--- src/rtl/led_rgb_pkg.sv ---
// +---------------------------------------------------------------------------+
// | led_rgb_pkg : shared types, colour constants and colour lookup for the    |
// |               calculator RGB LED sequencer.  Revision 1.0                 |
// +---------------------------------------------------------------------------+
`default_nettype none

package led_rgb_pkg;

  typedef enum logic [2:0] {
    S_OFF       = 3'd0,
    S_FLASH     = 3'd1,
    S_OK        = 3'd2,
    S_ERR_BLINK = 3'd3,
    S_ERR_HOLD  = 3'd4
  } led_state_t;

  typedef enum logic {
    PH_OFF = 1'b0,
    PH_ON  = 1'b1
  } blink_phase_t;

  localparam logic [2:0] RGB_OFF   = 3'b000;
  localparam logic [2:0] RGB_RED   = 3'b100;
  localparam logic [2:0] RGB_GREEN = 3'b010;
  localparam logic [2:0] RGB_BLUE  = 3'b001;

  localparam logic [1:0] ESTADO_RESULT = 2'd3;

  function automatic logic [2:0] state_colour(input led_state_t state,
                                              input blink_phase_t phase);
    logic [2:0] colour;
    colour = RGB_OFF;
    case (state)
      S_FLASH:     colour = RGB_BLUE;
      S_OK:        colour = RGB_GREEN;
      S_ERR_BLINK: colour = (phase == PH_ON) ? RGB_RED : RGB_OFF;
      S_ERR_HOLD:  colour = RGB_RED;
      default:     colour = RGB_OFF;
    endcase
    return colour;
  endfunction

endpackage

`default_nettype wire

--- src/rtl/led_pwm_gen.sv ---
// +---------------------------------------------------------------------------+
// | led_pwm_gen : free-running PWM counter with brightness compare.           |
// |               Revision 1.0                                                |
// +---------------------------------------------------------------------------+
`default_nettype none

module led_pwm_gen #(
  parameter int PWM_BITS = 8,
  parameter int BRIGHT   = 64
) (
  input  logic clk,
  input  logic rst_n,
  output logic pwm_on
);

  // One extra bit so BRIGHT == 2**PWM_BITS still compares correctly.
  localparam logic [PWM_BITS:0] c_bright = (PWM_BITS + 1)'(BRIGHT);
  localparam logic              c_full   = (BRIGHT >= ((2 ** PWM_BITS) - 1));

  logic [PWM_BITS-1:0] r_cnt;

  always_ff @(posedge clk or negedge rst_n) begin
    if (!rst_n) begin
      r_cnt <= '0;
    end else begin
      r_cnt <= r_cnt + 1'b1;
    end
  end

  assign pwm_on = ({1'b0, r_cnt} < c_bright) | c_full;

endmodule

`default_nettype wire

--- src/rtl/led_rgb_sequencer.sv ---
// +---------------------------------------------------------------------------+
// | led_rgb_sequencer : result/error/key-press driven RGB LED sequencer with  |
// |                     PWM dimming.  Revision 1.0                            |
// +---------------------------------------------------------------------------+
`default_nettype none

module led_rgb_sequencer
  import led_rgb_pkg::*;
#(
  parameter int PWM_BITS     = 8,
  parameter int BRIGHT       = 64,
  parameter int BLINK_HALF   = 25_000_000,
  parameter int BLINK_COUNT  = 3,
  parameter int FLASH_CYCLES = 10_000_000
) (
  input  logic       clk,
  input  logic       rst_n,
  input  logic [1:0] estado,
  input  logic       error,
  input  logic       key_press,
  output logic [2:0] rgb,
  output logic       active
);

  localparam int c_timer_max = (BLINK_HALF > FLASH_CYCLES) ? BLINK_HALF : FLASH_CYCLES;
  localparam int c_timer_w   = (c_timer_max > 1) ? $clog2(c_timer_max) : 1;
  localparam int c_blink_w   = (BLINK_COUNT > 0) ? $clog2(BLINK_COUNT + 1) : 1;

  localparam logic [c_timer_w-1:0] c_blink_reload = c_timer_w'(BLINK_HALF - 1);
  localparam logic [c_timer_w-1:0] c_flash_reload = c_timer_w'(FLASH_CYCLES - 1);
  localparam logic [c_blink_w-1:0] c_blink_last   = c_blink_w'(BLINK_COUNT);

  led_state_t          r_state,     w_state_nxt;
  blink_phase_t        r_phase,     w_phase_nxt;
  logic [c_timer_w-1:0] r_timer,    w_timer_nxt;
  logic [c_blink_w-1:0] r_blink_cnt, w_blink_nxt;
  logic                r_res_prev;
  logic [2:0]          r_rgb;

  logic                w_res;
  logic                w_res_rise;
  logic                w_in_result;
  logic                w_pwm_on;
  logic [c_blink_w-1:0] w_blink_inc;

  assign w_res       = (estado == ESTADO_RESULT);
  assign w_res_rise  = w_res & ~r_res_prev;
  assign w_in_result = (r_state == S_OK) || (r_state == S_ERR_BLINK) || (r_state == S_ERR_HOLD);
  assign w_blink_inc = r_blink_cnt + 1'b1;

  led_pwm_gen #(
    .PWM_BITS (PWM_BITS),
    .BRIGHT   (BRIGHT)
  ) u_pwm (
    .clk    (clk),
    .rst_n  (rst_n),
    .pwm_on (w_pwm_on)
  );

  always_ff @(posedge clk or negedge rst_n) begin
    if (!rst_n) begin
      r_state     <= S_OFF;
      r_phase     <= PH_OFF;
      r_timer     <= '0;
      r_blink_cnt <= '0;
    end else begin
      r_state     <= w_state_nxt;
      r_phase     <= w_phase_nxt;
      r_timer     <= w_timer_nxt;
      r_blink_cnt <= w_blink_nxt;
    end
  end

  always_comb begin
    w_state_nxt = r_state;
    w_phase_nxt = r_phase;
    w_timer_nxt = r_timer;
    w_blink_nxt = r_blink_cnt;

    if (!w_res && w_in_result) begin
      w_state_nxt = S_OFF;
    end else if (w_res_rise && error) begin
      w_state_nxt = S_ERR_BLINK;
      w_phase_nxt = PH_ON;
      w_timer_nxt = c_blink_reload;
      w_blink_nxt = '0;
    end else if (w_res_rise) begin
      w_state_nxt = S_OK;
    end else if (key_press && !w_res && ((r_state == S_OFF) || (r_state == S_FLASH))) begin
      // A retrigger restarts the full flash duration.
      w_state_nxt = S_FLASH;
      w_timer_nxt = c_flash_reload;
    end else begin
      case (r_state)
        S_FLASH: begin
          if (r_timer == '0) begin
            w_state_nxt = S_OFF;
          end else begin
            w_timer_nxt = r_timer - 1'b1;
          end
        end
        S_ERR_BLINK: begin
          if (r_timer != '0) begin
            w_timer_nxt = r_timer - 1'b1;
          end else if (r_phase == PH_ON) begin
            w_phase_nxt = PH_OFF;
            w_timer_nxt = c_blink_reload;
          end else if (w_blink_inc >= c_blink_last) begin
            // Last OFF half-period done: settle on steady red.
            w_state_nxt = S_ERR_HOLD;
            w_blink_nxt = w_blink_inc;
          end else begin
            w_phase_nxt = PH_ON;
            w_timer_nxt = c_blink_reload;
            w_blink_nxt = w_blink_inc;
          end
        end
        default: begin
        end
      endcase
    end
  end

  always_ff @(posedge clk or negedge rst_n) begin
    if (!rst_n) begin
      r_res_prev <= 1'b0;
      r_rgb      <= RGB_OFF;
    end else begin
      r_res_prev <= w_res;
      r_rgb      <= state_colour(r_state, r_phase) & {3{w_pwm_on}};
    end
  end

  assign rgb    = r_rgb;
  assign active = (r_state != S_OFF);

endmodule

`default_nettype wire

--- config.mk ---
export PLATFORM = sky130hd
export DESIGN_NAME = led_rgb_sequencer
export DESIGN_NICKNAME = d
export VERILOG_FILES = /design/src/rtl/led_rgb_pkg.sv /design/src/rtl/led_pwm_gen.sv /design/src/rtl/led_rgb_sequencer.sv
export SDC_FILE = /design/constraint.sdc
export NUM_CORES = 1
export LEC_CHECK = 0
export CAP_MARGIN = 25
export CORE_ASPECT_RATIO = 1.4
export CORE_MARGIN = 2
export CORE_UTILIZATION = 63
export CTS_BUF_LIST = sky130_fd_sc_hd__clkbuf_8
export CTS_CLUSTER_DIAMETER = 50
export DETAILED_ROUTE_END_ITERATION = 6
export GPL_TIMING_DRIVEN = 0
export PLACE_DENSITY_LB_ADDON = 0.12
export SETUP_SLACK_MARGIN = 0.02
export SKIP_CTS_REPAIR_TIMING = 1
export SYNTH_ARGS = -nofsm -noshare
export SYNTH_HDL_FRONTEND = slang
export SYNTH_SLANG_ARGS = --single-unit
--- constraint.sdc ---
create_clock -name clk -period 3.7 [get_ports clk]
set_input_delay 0.555 -clock clk [delete_from_list [all_inputs] [get_ports clk]]
set_output_delay 0.555 -clock clk [all_outputs]
set_load 0.05 [all_outputs]
==> results of run 1 <==
==> per-layer routing <==
metal | share of wire (%) | wire length [um] | vias to the layer above
met5 | 0 | 0 | -
met4 | 4.5 | 265 | 0
met3 | 4.5 | 267 | 23
met2 | 51 | 2990 | 90
met1 | 40 | 2360 | 1041
li1 | - | - | 1024
==> sequential cells by signal, summed over array words and instances, names as in the netlist <==
register and cells:
r_timer 25, u_pwm.r_cnt 8, r_state 3, rgb 3, r_blink_cnt 2, r_phase 1, r_res_prev 1
==> kinds of logic after synthesis <==
logic type / Yosys count / synth area share (%)
DFF: 43 / 44.4
and+or+nand+nor: 111 / 24.8
adders and majority gates: 3 / 1.55
buffers and inverters: 17 / 2.94
AOI/OAI and AO/OA: 77 / 22.6
muxes: 4 / 1.65
xor gates and xnor gates: 6 / 2.17
==> worst max-delay path, cell delays in order, from the launching register on <==
cell	delay, ps
sky130_fd_sc_hd__dfrtp_1	390
sky130_fd_sc_hd__inv_1	90
sky130_fd_sc_hd__ha_1	230
sky130_fd_sc_hd__or4b_4	490
sky130_fd_sc_hd__or4_4	470
sky130_fd_sc_hd__or3_1	380
sky130_fd_sc_hd__buf_6	160
sky130_fd_sc_hd__o21ai_2	320
sky130_fd_sc_hd__or4_1	200
sky130_fd_sc_hd__o2111ai_1	140
==> worst max path at each step <==
stage	slack (ps)	cells past startpoint	endpoint
6_report	660	9	r_timer[23]
4_1_cts	700	9	r_timer[23]
5_1_grt	550	9	r_timer[9]
3_3_place_gp	690	8	r_timer[9]
3_5_place_dp	670	8	r_timer[12]
2_1_floorplan	1020	9	r_timer[15]
==> cell usage after synthesis (4+ instances only) <==
library cell	number
sky130_fd_sc_hd__a21boi_0	4
sky130_fd_sc_hd__a21o_1	4
sky130_fd_sc_hd__a21oi_1	7
sky130_fd_sc_hd__clkbuf_1	5
sky130_fd_sc_hd__dfrtp_1	43
sky130_fd_sc_hd__inv_1	11
sky130_fd_sc_hd__mux2i_1	4
sky130_fd_sc_hd__nand2_1	23
sky130_fd_sc_hd__nand2b_1	6
sky130_fd_sc_hd__nand3_1	8
sky130_fd_sc_hd__nor2_1	23
sky130_fd_sc_hd__nor3_1	11
sky130_fd_sc_hd__nor4_1	6
sky130_fd_sc_hd__o21ai_0	19
sky130_fd_sc_hd__o21ai_1	6
sky130_fd_sc_hd__or3_1	11
sky130_fd_sc_hd__or4_1	5
sky130_fd_sc_hd__xnor2_1	4
==> area by class of cell <==
| cell class | instances | area, sq um |
|---|---|---|
| buffer | 6 | 30.0 |
| clock buffer | 5 | 68.8 |
| clock inverter | 3 | 63.8 |
| fill | 283 | 961 |
| inverter | 11 | 41.3 |
| multi-input combinational | 201 | 1280 |
| sequential | 43 | 1080 |
| tap | 42 | 52.6 |
| timing repair buffer | 10 | 105 |
==> power groups by stage <==
stage / registers [W] / clock network, W / logic [W]
floorplan: 0.000610 / 0 / 0.000185
global placement: 0.000607 / 0 / 0.000279
detailed placement: 0.000611 / 0 / 0.000283
CTS: 0.000603 / 0.000434 / 0.000288
global route: 0.000614 / 0.000452 / 0.000321
finish: 0.000606 / 0.000435 / 0.000291
==> metrics by stage <==
stage / utilization, % / total power (W)
after detailed placement: 70.3 / 0.000894
final: 73.9 / 0.00133
after global routing: 73.9 / 0.00139
after global placement: 69.8 / 0.000886
after CTS: 73.9 / 0.00132
after floorplan: - / 0.000795
==> cells in the final DEF, fill, tap and decap left out, drive strengths merged, types with 4 or more instances in the layout <==
cell and n:
a21boi 4, a21o 4, a21oi 7, clkbuf 10, clkdlybuf4s50 8, dfrtp 43
inv 12, mux2i 4, nand2 23, nand2b 6, nand3 9, nor2 23
nor3 12, nor4 6, o21ai 28, or3 11, or4 6, xnor2 4
==> run metrics, run 1 <==
share of the synthesized area in the top cell type=44.4%; GRT busiest layer=met2; routed len/inst=18.3 um; maxcap violations=0; status=finished, final reports clean; final clock skew=16.4 ps; worst-case register-to-register setup slack=660 ps; number of iterations in the first detailed-routing pass=5; kind of critical path=reg2reg; met2 capacity usage during global routing=49.3%; sequential share of power=45.5%; overall via count from detail_route=2178; setup repair after global routing missed its margin=no; area growth from synthesis to layout=12.0%; Net Sw Frac=32.1%; combinational share of power=21.9%; sum of negative setup slack=0 ps; remaining max-slew budget at the tightest pin=53.6%; largest net degree at the start of global routing=27; VDD IR max=0.000366 V; Post-Syn Area per Cell=9.29 sq um; synthesized net count=270; number of port buffers=9; sequential element share of the synthesized area=44.4%; commonest register cell after synthesis=sky130_fd_sc_hd__dfrtp_1; final routed DRC violation total=0; initial antenna violation count=0; timing-limited maximum frequency=0.329 GHz; maximum level of the CTS H-tree=2; number of rows in the core area=26; fin cells=321; async set-reset flop share out of synthesis=100%; Num CTS Buffers=5; standard cell core area=0.00368 sq mm; launching element type of the critical path=register; portion of total power attributed to the clock network=32.6%; Placer Congestion=0.878; combined global-route utilization of all metal layers=28.8%; final critical-path share of the clock period=82.2%; cell taking the most area after synthesis=sky130_fd_sc_hd__dfrtp_1; top area cells in the synthesized netlist=sky130_fd_sc_hd__dfrtp_1, sky130_fd_sc_hd__o21ai_0, sky130_fd_sc_hd__nand2_1; placed standard-cell area=0.00258 sq mm; first-pass GRT wire length=9880 um; HPWL reported at the end of detailed placement=4070 um; transition time of the tightest slew-check pin=694 ps; worst-case clock buffer depth=2; total power divided by cell area=491 mW/mm^2; number of I/O pins=10; Total Nets Final=287; number of instances in the synthesized netlist=261; vias in the first global route=2161; overflow left after global routing=0; critical register-to-register path startpoint=r_timer[0]; count of state elements after synthesis=43; source-to-sink clock delay at the later pin of the worst-skew pair=310 ps; Max Slew Vio Count=0; Hold Path Class=in2async; final standard cell area without fillers=0.00272 sq mm; hold violation total from the final report=0; Vias per Instance=6.79; setup ws final=657 ps; Worst Hold Slack=177 ps; area of the mapped netlist=0.00242 sq mm; antenna cell count=0; count of synthesis-stage warnings from yosys=0; worst-case reg-to-reg path depth=9; critical path capture point type=register; signal arrival time at the worst endpoint=3180 ps; root buf cell=sky130_fd_sc_hd__clkbuf_8; clock tree from TritonCTS=yes; horizontal extent of the die=56.4 um; height of the die=77.4 um; minimum clock period=3040 ps; cell total after placement=313; global-route met1 utilization=32.7%; Iter 0 DRT Violations=169; initial cell density of the core=66.0%; first element of the critical path=r_timer[0]; floorplan die area=0.00437 sq mm; cell-internal power=0.000905 W; Final Routed Wirelength=5880 um; R2R Path End=r_timer[23]; number of unique standard cell types used by synthesis=57; met3 track utilization from global routing=6.33%; required time worst endpoint=3840 ps; setup-violating endpoint count in the final report=0; fraction of final layout cells sized beyond drive strength 1=8.24%; net switching power=0.000427 W; minimum setup slack after placement=671 ps; worst-path maximum fanout=9; antenna-violating nets left=0; leak pwr=1.10 nW; clock slew at reported path FFs=90 ps; clock sink count=43; number of enable flip-flop cells after synthesis=0
Note: power is estimated with default switching activity, not from simulation.
==> run 2: changes to the inputs <==
==> constraint.sdc (replaced) <==
create_clock -name clk -period 3 [get_ports clk]
set_input_delay 0.45 -clock clk [delete_from_list [all_inputs] [get_ports clk]]
set_output_delay 0.45 -clock clk [all_outputs]
set_load 0.05 [all_outputs]
==> run 2 against run 1 <==
  * Fmax increased by 2.8%
  * Sequential share of layout area is 0.63 points lower
  * Register-to-register slack got worse by 620 ps
  * Clock power is 22% higher
  * Core utilization is 1.2 points higher
  * Wire length up 3.2%
  * Sequential power increased by 24%
  * Design area increased by 1.6%
  * Clock skew decreased by 5.1 ps
  * Critical path type unchanged
  * Worst setup slack lost 620 ps
==> run metrics, run 2 (synthesis results as in run 1) <==
status=finished, final reports clean; initial cell density of the core=66.0%; standard cell core area=0.00368 sq mm; number of port buffers=9; leak pwr=1.11 nW; worst-case clock buffer depth=2; worst-path maximum fanout=10; family with the most delay on the worst path=simple AND/OR/NAND/NOR gates; most used cell, CP=sky130_fd_sc_hd__o21ai_1; height of the die=77.4 um; leading cell types in the layout, fill and taps excluded=sky130_fd_sc_hd__dfrtp_1, sky130_fd_sc_hd__nand2_1, sky130_fd_sc_hd__nor2_1; timing-limited maximum frequency=0.338 GHz; launching element type of the critical path=register; initial antenna violation count=0; sum of negative setup slack=0 ps; total power divided by cell area=601 mW/mm^2; kind of critical path=reg2reg; final standard cell area without fillers=0.00276 sq mm; VDD IR max=0.000439 V; routed len/inst=18.8 um; worst-case register-to-register setup slack=40 ps; R2R Path End=r_timer[9]; final routed DRC violation total=0; required time worst endpoint=3230 ps; root buf cell=sky130_fd_sc_hd__clkbuf_8; Hold Path Class=in2async; antenna cell count=0; overall via count from detail_route=2227; slowest library cell on the worst path=sky130_fd_sc_hd__or4b_4; hold violation total from the final report=0; transition time of the tightest slew-check pin=756 ps; signal arrival time at the worst endpoint=3190 ps; Placer Congestion=0.878; clock sink count=43; registers with the most flip-flops=r_timer x25, u_pwm.r_cnt x8; number of rows in the core area=26; maxcap violations=0; Power, Total=0.00166 W; fraction of final layout cells sized beyond drive strength 1=9.61%; remaining max-slew budget at the tightest pin=49.3%; Iter 0 DRT Violations=156; CP max stage delay=480 ps; source-to-sink clock delay at the later pin of the worst-skew pair=300 ps; number of buffers and inverters on the critical path=2; setup-violating endpoint count in the final report=0; critical register-to-register path startpoint=r_timer[1]; horizontal extent of the die=56.4 um; area growth from synthesis to layout=13.8%; worst-case reg-to-reg path depth=9; number of I/O pins=10; Vias per Instance=6.89; Worst Hold Slack=76.7 ps; clock slew at reported path FFs=90 ps; first-pass GRT wire length=9880 um; largest net degree at the start of global routing=27; max reg flops=25; number of iterations in the first detailed-routing pass=5; final clock skew=11.3 ps; post-layout util=75.1%; most common cell after layout, fill and taps aside=sky130_fd_sc_hd__dfrtp_1; antenna-violating nets left=0; combined global-route utilization of all metal layers=28.8%; register containing the most flip-flops in the final layout=r_timer; clock tree from TritonCTS=yes; placed standard-cell area=0.00258 sq mm; cell breakdown of the critical path=inv_1, ha_4, or4b_4, or4_4, nor4_1, o21ai_1, clkbuf_2, a21boi_0, o21ai_1; critical path capture point type=register; number of stages on the worst setup path=9; Final Routed Wirelength=6070 um; Total Nets Final=289; vias in the first global route=2161; minimum clock period=2960 ps; floorplan die area=0.00437 sq mm; overflow left after global routing=0; HPWL reported at the end of detailed placement=4070 um; final critical-path share of the clock period=98.6%; maximum level of the CTS H-tree=2; Max Slew Vio Count=0; Num CTS Buffers=5
-- run 2: changes by cell type in the layout (fill, tap and decap cells not counted), sizes merged --
cell,before,now
buf,3,5
-- run 2: report_power, final --
part,internal (W),total [W],switching [W]
clock,0.000329,0.000530,0.000201
combinational,0.000139,0.000378,0.000240
sequential,0.000656,0.000749,0.0000920
total,0.00112,0.00166,0.000532
-- run 2: layout make-up --
cell class | count | area, sq um
Buffer | 6 | 31.3
Clock buffer | 5 | 68.8
Clock inverter | 3 | 63.8
Fill cell | 275 | 917
Inverter | 11 | 41.3
Multi-Input combinational cell | 201 | 1310
Sequential cell | 43 | 1080
Tap cell | 42 | 52.6
Timing Repair Buffer | 12 | 120
-- run 2: worst max path at each step --
stage / startpoint / to / slack (ps)
4_1_cts: r_timer[0] / r_timer[23] / -1
6_report: r_timer[1] / r_timer[9] / 40
3_5_place_dp: r_timer[0] / r_timer[11] / 60
2_1_floorplan: r_timer[0] / r_timer[15] / 320
3_3_place_gp: r_timer[0] / r_timer[11] / 60
5_1_grt: r_timer[1] / r_timer[9] / -60
-- run 2: stage by stage --
step	instances	setup slack, ps
after floorplan	261	322
after global routing	323	-62.7
after CTS	321	-1.34
after global placement	312	64.7
final	323	41.1
after detailed placement	313	63.4
-- run 2: per-layer routing --
metal	wire [um]	vias up	track usage [%]
li1	-	1020	-
met1	2330	1064	32.7
met2	3130	116	49.3
met3	355	27	6.33
met4	254	0	15.7
met5	0	-	0
==> run 3: changes to the inputs <==
--- a/config.mk
+++ b/config.mk
@@ -16,6 +16,7 @@
 export PLACE_DENSITY_LB_ADDON = 0.12
 export SETUP_SLACK_MARGIN = 0.02
 export SKIP_CTS_REPAIR_TIMING = 1
+export SLEW_MARGIN = 40
 export SYNTH_ARGS = -nofsm -noshare
 export SYNTH_HDL_FRONTEND = slang
 export SYNTH_SLANG_ARGS = --single-unit
==> run 3 against run 2 <==
  * Die area stayed put
  * Core utilization fell by 0.95 points
  * Flip-flop and latch count unchanged
  * Hold slack improved by 47 ps
  * Clock-buffer cell count stayed put
  * Wire length shrank 1.9%
  * Power is 8.8% lower
  * First-iteration DRC count rose by 9.6%
  * Sequential share of layout area is 0.50 points higher
  * Critical path depth unchanged
  * Critical endpoint is now r_timer[15]
  * Worst setup slack improved by 28 ps
==> run metrics, run 3 (synthesis results as in run 1) <==
worst-path maximum fanout=9; initial cell density of the core=66.0%; remaining max-slew budget at the tightest pin=50.8%; first-pass GRT wire length=9740 um; root buf cell=sky130_fd_sc_hd__clkbuf_8; fill cell total of the finished layout=277; number of rows in the core area=26; horizontal extent of the die=56.4 um; required time worst endpoint=3190 ps; source-to-sink clock delay at the later pin of the worst-skew pair=310 ps; standard cell core area=0.00368 sq mm; fraction of final layout cells sized beyond drive strength 1=11.3%; transition time of the tightest slew-check pin=733 ps; critical register-to-register path startpoint=r_timer[1]; Power, Total=0.00151 W; launching element type of the critical path=register; initial antenna violation count=0; floorplan die area=0.00437 sq mm; max reg flops=25; leading cell types in the layout, fill and taps excluded=sky130_fd_sc_hd__dfrtp_1, sky130_fd_sc_hd__nand2_1, sky130_fd_sc_hd__nor2_1; kind of critical path=reg2reg; status=finished, final reports clean; antenna cell count=0; final routed DRC violation total=0; height of the die=77.4 um; Total Nets Final=290; fin cells=324; Num CTS Buffers=5; critical path capture point type=register; final critical-path share of the clock period=97.7%; placed standard-cell area=0.00256 sq mm; cell total after placement=312; Iter 0 DRT Violations=171; overall via count from detail_route=2193; worst-case clock buffer depth=2; final standard cell area without fillers=0.00272 sq mm; hold violation total from the final report=0; registers with the most flip-flops=r_timer x25, u_pwm.r_cnt x8; register containing the most flip-flops in the final layout=r_timer; setup repair after global routing missed its margin=yes; number of iterations in the first detailed-routing pass=5; timing-limited maximum frequency=0.341 GHz; worst-case reg-to-reg path depth=9; clock slew at reported path FFs=90 ps; signal arrival time at the worst endpoint=3120 ps; total power divided by cell area=555 mW/mm^2; maxcap violations=0; clock sink count=43; area growth from synthesis to layout=12.3%; minimum clock period=2930 ps; R2R Path End=r_timer[15]; setup-violating endpoint count in the final report=0; Max Slew Vio Count=0; number of port buffers=9; worst-case register-to-register setup slack=70 ps; maximum level of the CTS H-tree=2; overflow left after global routing=0; footprint of the multi-input gates=0.00131 sq mm; number of I/O pins=10; vias in the first global route=2138; HPWL reported at the end of detailed placement=3950 um; combined global-route utilization of all metal layers=28.4%; leak pwr=1.09 nW; VDD IR max=0.000387 V; largest net degree at the start of global routing=44; sequential cell area=0.00108 sq mm; Placer Congestion=0.878; Final Routed Wirelength=5950 um; antenna-violating nets left=0; most common cell after layout, fill and taps aside=sky130_fd_sc_hd__dfrtp_1; routed len/inst=18.4 um; Vias per Instance=6.77; clock tree from TritonCTS=yes; final clock skew=9.90 ps; Hold Path Class=in2async
[run 3: cell count changes in the layout (fill, tap and decap cells not counted), sizes merged]
cell,previous run,this run
clkinvlp,0,1
bufinv,2,0
inv,12,11
buf,5,7
clkinv,0,2
clkbuf,10,9
[run 3: worst max path at each step]
stage | slack (ps) | depth (start not counted) | from | endpoint
after floorplan | 320 | 9 | r_timer[0] | r_timer[15]
after global placement | 60 | 9 | r_timer[0] | r_timer[11]
after detailed placement | 60 | 9 | r_timer[0] | r_timer[11]
after CTS | -20 | 9 | r_timer[0] | r_timer[23]
after global routing | -3 | 9 | r_timer[1] | r_timer[15]
final | 70 | 9 | r_timer[1] | r_timer[15]
[run 3: cell type report]
class / instances / share of cell area, %
clock inverter: 3 / 0.919
timing repair buffer: 13 / 4.32
inverter: 11 / 1.52
buffer: 6 / 1.15
clock buffer: 5 / 2.53
tap: 42 / 1.93
sequential: 43 / 39.5
multi-input combinational: 201 / 48.1
[run 3: routing by layer]
metal  vias up  global-route usage (%)  routed length (um)
li1       1022                       -                   -
met1      1037                    32.7                2390
met2        98                    47.3                2940
met3        36                    7.00                 347
met4         0                    16.2                 274
met5         -                       0                   0
[run 3: metrics by stage]
step / TNS (ps) / hold WS (ps) / utilization [%] / setup slack (ps)
floorplan: 0 / 154 / - / 322
global placement: 0 / 457 / 69.8 / 64.7
detailed placement: 0 / 462 / 69.8 / 57.2
CTS: -17.0 / 141 / 72.3 / -17.0
global route: -2.54 / 159 / 74.1 / -2.54
finish: 0 / 124 / 74.1 / 69.2
[run 3: where the power goes]
| part | leakage [nW] | internal [W] | switching [W] |
|---|---|---|---|
| clock | 0.0443 | 0.000167 | 0.000216 |
| combinational | 0.535 | 0.000143 | 0.000237 |
| sequential | 0.507 | 0.000656 | 0.0000913 |
| total | 1.09 | 0.000966 | 0.000545 |
[run 3: worst max-delay path, stage by stage (launching register included)]
cell and delay, ps:
sky130_fd_sc_hd__dfrtp_1 420, sky130_fd_sc_hd__inv_2 80, sky130_fd_sc_hd__ha_4 150, sky130_fd_sc_hd__or4b_4 470
sky130_fd_sc_hd__or4_4 540, sky130_fd_sc_hd__or3_1 380, sky130_fd_sc_hd__buf_6 170, sky130_fd_sc_hd__o21ai_4 200
sky130_fd_sc_hd__o21ai_1 110, sky130_fd_sc_hd__a211o_1 300
